### src/rtl/mem_lsu_pkg.sv
// Shared encodings for the MEM-stage load/store unit: memory op codes,
// LSU FSM states, stall levels and the zero word.
package mem_lsu_pkg;

  typedef enum logic [3:0] {
    MEM_OP_NONE = 4'd0,
    MEM_OP_LB   = 4'd1,
    MEM_OP_LBU  = 4'd2,
    MEM_OP_LH   = 4'd3,
    MEM_OP_LHU  = 4'd4,
    MEM_OP_LW   = 4'd5,
    MEM_OP_SB   = 4'd6,
    MEM_OP_SH   = 4'd7,
    MEM_OP_SW   = 4'd8
  } mem_op_e;

  typedef enum logic [1:0] {
    ST_IDLE,
    ST_BUSY,
    ST_HOLD
  } lsu_state_e;

  localparam logic        Stop     = 1'b1;
  localparam logic        NoStop   = 1'b0;
  localparam logic [31:0] ZeroWord = '0;

  function automatic logic op_is_load(input logic [3:0] op);
    return (op >= MEM_OP_LB) && (op <= MEM_OP_LW);
  endfunction

  function automatic logic op_is_store(input logic [3:0] op);
    return (op >= MEM_OP_SB) && (op <= MEM_OP_SW);
  endfunction

endpackage

### src/rtl/mem_lsu_lane_align.sv
// Big-endian lane mapping shared by both directions: byte-select and
// replicated write data for stores, lane extract and sign/zero extend for loads.
module mem_lane_align
  import mem_lsu_pkg::*;
(
  input  logic [3:0]  op,
  input  logic [1:0]  addr_lo,
  input  logic [31:0] st_data,
  input  logic [31:0] ld_word,
  output logic [3:0]  sel,
  output logic [31:0] st_wdata,
  output logic [31:0] ld_data
);

  logic [7:0]  lbyte;
  logic [15:0] lhalf;

  always_comb begin
    sel      = '0;
    st_wdata = ZeroWord;
    ld_data  = ZeroWord;

    // Byte 0 of the word lives in bits [31:24].
    case (addr_lo)
      2'd0:    lbyte = ld_word[31:24];
      2'd1:    lbyte = ld_word[23:16];
      2'd2:    lbyte = ld_word[15:8];
      default: lbyte = ld_word[7:0];
    endcase
    lhalf = addr_lo[1] ? ld_word[15:0] : ld_word[31:16];

    case (op)
      MEM_OP_LB, MEM_OP_LBU, MEM_OP_SB: sel = 4'b1000 >> addr_lo;
      MEM_OP_LH, MEM_OP_LHU, MEM_OP_SH: sel = addr_lo[1] ? 4'b0011 : 4'b1100;
      MEM_OP_LW, MEM_OP_SW:             sel = '1;
      default:                          sel = '0;
    endcase

    case (op)
      MEM_OP_SB: st_wdata = {4{st_data[7:0]}};
      MEM_OP_SH: st_wdata = {2{st_data[15:0]}};
      MEM_OP_SW: st_wdata = st_data;
      default:   st_wdata = ZeroWord;
    endcase

    case (op)
      MEM_OP_LB:  ld_data = {{24{lbyte[7]}}, lbyte};
      MEM_OP_LBU: ld_data = {24'd0, lbyte};
      MEM_OP_LH:  ld_data = {{16{lhalf[15]}}, lhalf};
      MEM_OP_LHU: ld_data = {16'd0, lhalf};
      MEM_OP_LW:  ld_data = ld_word;
      default:    ld_data = ZeroWord;
    endcase
  end

endmodule

### src/rtl/mem_lsu.sv
// MEM-stage load/store unit: pass-through of non-memory results plus a
// single-outstanding data-bus transaction per load/store.
// Optional misalignment trap: define MEM_ALIGN_CHECK_EN.
module mem_lsu
  import mem_lsu_pkg::*;
#(
  parameter int ADDR_W = 32,
  parameter int DATA_W = 32
) (
  input  logic              clk,
  input  logic              rst,
  input  logic [5:0]        stall,
  input  logic [4:0]        ex_wd,
  input  logic              ex_wreg,
  input  logic [31:0]       ex_wdata,
  input  logic [31:0]       ex_hi,
  input  logic [31:0]       ex_lo,
  input  logic              ex_whilo,
  input  logic [3:0]        ex_mem_op,
  input  logic [31:0]       ex_mem_addr,
  input  logic [31:0]       ex_reg2,
  output logic [4:0]        mem_wd,
  output logic              mem_wreg,
  output logic [31:0]       mem_wdata,
  output logic [31:0]       mem_hi,
  output logic [31:0]       mem_lo,
  output logic              mem_whilo,
  output logic              stallreq,
  output logic              bus_cyc_stb,
  output logic              bus_we,
  output logic [3:0]        bus_sel,
  output logic [ADDR_W-1:0] bus_addr,
  output logic [DATA_W-1:0] bus_wdata,
  input  logic              bus_ack,
  input  logic [DATA_W-1:0] bus_rdata,
  output logic              addr_err
);

  lsu_state_e  state;
  logic [31:0] rdata_q;
  logic        is_load;
  logic        is_store;
  logic        is_mem;
  logic        misalign;
  logic [3:0]  sel;
  logic [31:0] st_wdata;
  logic [31:0] ld_data;
  logic        unused_ok;

  assign unused_ok = ^{stall[5], stall[3:0]};

  assign is_load  = op_is_load(ex_mem_op);
  assign is_store = op_is_store(ex_mem_op);
  assign is_mem   = is_load | is_store;

  mem_lane_align u_align (
    .op       (ex_mem_op),
    .addr_lo  (ex_mem_addr[1:0]),
    .st_data  (ex_reg2),
    .ld_word  (bus_rdata),
    .sel      (sel),
    .st_wdata (st_wdata),
    .ld_data  (ld_data)
  );

`ifdef MEM_ALIGN_CHECK_EN
  always_comb begin
    misalign = 1'b0;
    case (ex_mem_op)
      MEM_OP_LH, MEM_OP_LHU, MEM_OP_SH: misalign = ex_mem_addr[0];
      MEM_OP_LW, MEM_OP_SW:             misalign = |ex_mem_addr[1:0];
      default:                          misalign = 1'b0;
    endcase
  end
  assign addr_err = (state == ST_IDLE) && misalign;
`else
  assign misalign = 1'b0;
  assign addr_err = 1'b0;
`endif

  assign mem_wd    = ex_wd;
  assign mem_wreg  = ex_wreg & ~addr_err;
  assign mem_hi    = ex_hi;
  assign mem_lo    = ex_lo;
  assign mem_whilo = ex_whilo;

  always_comb begin
    stallreq  = 1'b0;
    mem_wdata = ex_wdata;
    case (state)
      ST_IDLE: stallreq = is_mem & ~misalign;
      ST_BUSY: stallreq = ~bus_ack;
      default: stallreq = 1'b0;
    endcase
    if (is_load) begin
      if (state == ST_BUSY && bus_ack)
        mem_wdata = ld_data;
      else if (state == ST_HOLD)
        mem_wdata = rdata_q;
      else
        mem_wdata = ZeroWord;
    end
  end

  // HOLD parks a completed access while MEM is held by someone else, so the
  // still-present instruction is never re-issued.
  always_ff @(posedge clk or negedge rst) begin
    if (!rst) begin
      state       <= ST_IDLE;
      bus_cyc_stb <= 1'b0;
      bus_we      <= 1'b0;
      bus_sel     <= '0;
      bus_addr    <= '0;
      bus_wdata   <= '0;
      rdata_q     <= ZeroWord;
    end else begin
      case (state)
        ST_IDLE: begin
          if (is_mem && !misalign) begin
            bus_cyc_stb <= 1'b1;
            bus_we      <= is_store;
            bus_sel     <= sel;
            bus_addr    <= {ex_mem_addr[ADDR_W-1:2], 2'b00};
            bus_wdata   <= st_wdata;
            state       <= ST_BUSY;
          end
        end
        ST_BUSY: begin
          if (bus_ack) begin
            bus_cyc_stb <= 1'b0;
            bus_we      <= 1'b0;
            rdata_q     <= ld_data;
            state       <= (stall[4] == Stop) ? ST_HOLD : ST_IDLE;
          end
        end
        ST_HOLD: begin
          if (stall[4] == NoStop)
            state <= ST_IDLE;
        end
        default: state <= ST_IDLE;
      endcase
    end
  end

endmodule

### config.mk
export PLATFORM = sky130hd
export DESIGN_NAME = mem_lsu
export DESIGN_NICKNAME = d
export VERILOG_FILES = /design/src/rtl/mem_lsu_pkg.sv /design/src/rtl/mem_lsu_lane_align.sv /design/src/rtl/mem_lsu.sv
export SDC_FILE = /design/constraint.sdc
export NUM_CORES = 1
export LEC_CHECK = 0
export CAP_MARGIN = 10
export CORE_AREA = 5 5 148 150
export CTS_BUF_LIST = sky130_fd_sc_hd__clkbuf_8
export CTS_CLUSTER_DIAMETER = 100
export DETAILED_ROUTE_END_ITERATION = 7
export DIE_AREA = 0 0 153 155
export PLACE_DENSITY = 0.69
export SYNTH_ARGS = -nofsm -noshare
export SYNTH_HDL_FRONTEND = slang
export SYNTH_SLANG_ARGS = --single-unit
### constraint.sdc
create_clock -name clk -period 4.9 [get_ports clk]
set_clock_uncertainty 0.05 [all_clocks]
set_input_delay 0.98 -clock clk [delete_from_list [all_inputs] [get_ports clk]]
set_output_delay 0.98 -clock clk [all_outputs]
set_load 0.02 [all_outputs]
After elaboration in Yosys (flattened, before gate mapping)
Cells that the tools add are included.
{ "totals": {"regBits": 102, "inputBits": 212, "word_cells": 62} }
{ "op_classes": {"order_cmp": 4, "eq_ne": 15, "shifts": 1, "mux": 20, "bitwise_logic": 2, "reduce_logical": 13} }
{ "op_table": {"columns": ["op", "n"], "rows": [
  ["$pmux W32 S5", 1],
  ["$mux W32", 3],
  ["$pmux W32 S3", 1],
  ["$pmux W8 S3", 1],
  ["$eq A4 B3 Y1 const B", 4],
  ["$mux W16", 1],
  ["$pmux W4 S3", 1],
  ["$eq A4 B2 Y1 const B", 2],
  ["$mux W2", 4],
  ["$ne A2 B2 Y1 const B", 3],
  ["$pmux W1 S2", 3],
  ["$pmux W2 S3", 1],
  ["$reduce_and A3 Y1", 2],
  ["$reduce_or A3 Y1", 2],
  ["$eq A2 B1 Y1 const B", 2],
  ["$eq A2 B2 Y1 const B", 2],
  ["$eq A4 B1 Y1 const B", 1],
  ["$eq A4 B4 Y1 const B", 1],
  ["$ge A4 B1 Y1 const B", 1],
  ["$ge A4 B3 Y1 const B", 1],
  ["$le A4 B3 Y1 const B", 1],
  ["$le A4 B4 Y1 const B", 1],
  ["$logic_not A2 Y1", 2],
  ["$mux W4", 1],
  ["8 further kinds", 13]
]} }

Longest topological paths before layout
Gate-level depths: netlist of run 1.
{ "depth": {"ltp_word": 5, "mapped_depth": 8, "mapped_depth_nobuf": 4} }

Cells and area by module
A second synthesis of run 1 with hierarchy kept.
{ "unflattened": {"cells_unflattened": 684, "area_unflattened_um2": 6338.6} }
{ "modules_own_cells": {"columns": ["module", "instances", "cells_per_inst", "area_each_um2", "seq_area_each_um2"], "rows": [
  ["mem_lsu", 1, 487, 5028.6, 2552.4],
  ["mem_lane_align", 1, 197, 1310.0, 0.0]
]} }

Worst setup path before layout of run 1
No wires, ideal clock.
{ "synth_timing": {"path_kind": "input port to output port", "start": "input ex_mem_op[1]", "end": "output mem_wdata[10]", "arrival_time_ns": 2.699, "required_time_ns": 3.870, "path_slack_ns": 1.171, "stages": 6, "path_buffers": 3, "cell_sequence": "buf_6 clkbuf_1 nor4bb_1 clkbuf_1 a221oi_1 o21ai_0"} }
{ "synth_between": {"elab_chain_cells": 4, "elab_cells_between_ends": 11, "cone_classes": "order compare: 2; eq/ne: 5; mux: 3; reduce/logical: 1"} }
{ "synth_lines": {"columns": ["item", "line_no", "source"], "rows": [
  ["start: declaration", "mem_lsu.sv:19", "input logic [3:0] ex_mem_op,"],
  ["$eq A4 B3 Y1, or another cell as far along", "mem_lsu_lane_align.sv:46", "case (op)"],
  ["$pmux W32 S5", "mem_lsu_lane_align.sv:46", null],
  ["$mux W32", "mem_lsu.sv:96", "if (state == ST_BUSY && bus_ack)"],
  ["$mux W32 *", "mem_lsu.sv:95", "if (is_load) begin"],
  ["end: declaration", "mem_lsu.sv:24", "output logic [31:0] mem_wdata,"]
]} }
Every way passes the cells marked *; elsewhere a longest branch is shown, timed or not.

Worst setup path after layout of run 1
{ "layout_timing": {"start": "input ex_mem_op[0]", "end": "output mem_wdata[7]"} }
The elaborated chain is that of the path after synthesis.

==> metrics.cfg, run 1 <==
[detailed_routing]
wl_microns=21900
wl_per_cell_microns=20.1
ant_nets=0
drcViolationCount=0
via_per_inst=5.07
first_pass_iters=5
num_vias=5535
drtIter0Drc=228

[power]
p_comb_share_pct=44.3
power_frac_seq_pct=37.9
cellPowerDensity_nw_per_um2=373
switchingPower_uw=1220
p_clk_share_pct=17.8
leakage_uw=0.00372
ir_drop_mv=0.295
swShare_pct=37.6
p_int_uw=2030

[cts]
cts.htree.levels=3
cts_inserted_buffers=9
cts_buffer_depth=2
postCtsSetupRepairBufs=0
cts_root_buf=clkbuf_8
ctsResizeCount=0
cts_tree=yes
cts_num_sinks=102
clkLatencyLatePin_ps=390
holdBufCountCts=0
path_clk_slew_ps=120

[timing]
max_freq_mhz=212
setup_viol=0
finalSetupTns_ps=0
tightest_slew_ps=840
finalCritPeriodShare_pct=96.2
min_period_ps=4710
drv_slew=0
timing.hold.ws_ps=411
grt_setup_unrepaired=false
slew_headroom_pct=44.0
final_hold_viol_count=0
worst_slack_ps=188

[run_status]
status=finished, final reports clean

[place]
io_buffer_count=236
dpl_cell_area_sq_um=8520
post-place-ws_ps=179
dpl.hpwl_microns=16600
routabilityCongestion=0.835

[layout]
final_common_cell=clkdlybuf4s50_1
num-fill-cells=2026
nets=1023
drive_gt1_share_pct=13.5
layout_common_cells=clkdlybuf4s50_1, dfrtp_1, nand2_1
final_core_util_pct=42.5
antenna_cells=0
postLayoutCellArea_sq_um=8730
area_growth_pct=39.5

[critical_path]
r2r-end=bus_wdata[19]$_DFFE_PN0P_
cp-startpoint=ex_mem_op[0]
ff2ff_path_depth=5
worstPathMaxFanout=10
cp.required_ps=3870
startpoint_type=input pin
r2r_start=state[0]$_DFFE_PN0P_
path_class=input pin to primary output
reg2reg_slack_ps=2490
setup.worst_path.end_class=primary output
timing.critical_path.arrival_ps=3680

[logic_synthesis]
ys.flop_type=dfrtp_1
ys_seq_area_share_pct=40.8
postSynthCellCount=642
synth_cell_types=55
yosysWarnings=0
synth_edf_count=0
ys_seq_elements=102
syn_area_sq_um=6260
synthArstFlopShare_pct=100
synthSimpleGateAreaFrac_pct=12.8
muxShareOfSynthArea_pct=14.5
syn_avg_cell_area_sq_um=9.75
synth_top_family_by_area=compound AO/OA/AOI/OAI gates
synth_compound_area_share_pct=17.6
synth_xor_area_share_pct=0.280
yosys.area_share.adder_pct=0.160

[grt]
grt_start_max_net_pins=69
grt_pass1_wl_microns=33700
antenna_found_initial=1
grt_pass1_vias=5663
grt_overflow=0
grt_usage_pct=18.1

[floorplanning]
dieHeight_microns=155
core_sq_um=20600
die_w_microns=153
rows=53
start_util_pct=30.4
die_area_sq_um=23700
io_pins=387

[hold_path]
holdCritPathClass=input pin to async pin

[run]
maxCapViolCount=0

-- critical path: stages --
cell	delay (ps)
clkdlybuf4s50_1	700
buf_4	230
nor4bb_4	530
a32o_1	190
o21ai_0	70
buf_4	190
a21oi_1	140
clkdlybuf4s50_1	640
-- cells by family (layout without fill, tap and decap cells) --
logic type,after synthesis,count (layout)
adder cells (fa/ha/maj),1,1
AND/OR/NAND/NOR,165,165
flip-flops,102,102
XOR/XNOR,2,2
buffers and inverters,138,310
multiplexers,81,81
AO/OA/AOI/OAI,152,152
other,1,3
-- through the flow --
stage	total power (uW)	std cells
floorplan	2070	644
global placement	2690	1075
detailed placement	2710	1075
CTS	3310	1091
global route	3440	1091
finish	3260	1091
-- worst max-delay path by stage --
| stage | endpoint |
|---|---|
| 3_5_place_dp | mem_wdata[8] |
| 2_1_floorplan | mem_wdata[10] |
| 4_1_cts | mem_wdata[8] |
| 3_3_place_gp | mem_wdata[7] |
| 6_report | mem_wdata[7] |
| 5_1_grt | mem_wdata[6] |
-- sequential cells by signal, summed over array words and instances, names as in the netlist --
signal and cells:
bus_addr 30, bus_cyc_stb 1, bus_sel 4, bus_wdata 32
bus_we 1, rdata_q 32, state 2
-- power groups by stage --
stage	clock network [uW]	logic [uW]	registers [uW]
after floorplan	0	602	1460
after global placement	0	1450	1240
after detailed placement	0	1460	1250
after CTS	602	1470	1240
after global routing	626	1550	1270
final	580	1440	1230
-- synthesized netlist by cell type (2+ instances only) --
cell	instances	area share, %
a211oi_1	7	0.84
mux2i_1	41	6.6
a221oi_1	5	0.70
o32ai_1	4	0.56
nor3_1	2	0.16
a22oi_1	16	1.9
a211o_1	2	0.28
inv_1	19	1.1
buf_6	7	1.3
o21a_1	2	0.24
clkbuf_1	24	1.4
nor2b_1	2	0.20
and2_1	24	2.4
buf_2	12	0.96
a22o_1	8	1.1
and3_1	11	1.1
nor2_1	20	1.2
a311oi_1	6	0.84
mux2_2	36	6.5
o22ai_1	3	0.30
o21ai_0	28	2.2
or2_2	2	0.20
a21oi_1	31	2.5
o221ai_1	4	0.56
mux4_2	4	1.4
nand2_1	75	4.5
a2111oi_0	4	0.56
nand3_1	16	1.3
buf_4	74	8.9
dfrtp_1	102	41
buf_1	2	0.12
nand3b_1	3	0.36
o2bb2ai_1	17	2.4
a221o_1	8	1.3
-- area by class of cell --
cell class                 instances  area [sq um]  area share [%]
tap                              275           344            3.94
sequential                       102          2550            29.2
inverter                          19          71.3           0.817
clock buffer                       9           124            1.42
clock inverter                     7          86.3           0.989
timing repair buffer             275          2670            30.6
multi-input combinational        404          2880            33.0
-- metal layers --
layer  GRT usage, %  vias to the layer above  share of wire [%]
li1               -                     2563                  -
met1           22.6                     2618                 42
met2           28.4                      286                 45
met3           6.09                       66                8.9
met4           8.40                        2                4.2
met5              0                        -              0.032
(Power assumes the default switching activity.)
==> inputs of run 2 (changes only) <==
--- a/config.mk
+++ b/config.mk
@@ -15,3 +15,4 @@
 export SYNTH_ARGS = -nofsm -noshare
 export SYNTH_HDL_FRONTEND = slang
 export SYNTH_SLANG_ARGS = --single-unit
+export TNS_END_PERCENT = 50
==> results of run 2 <==
Final layout, timing and power as in run 1 (identical DEF).
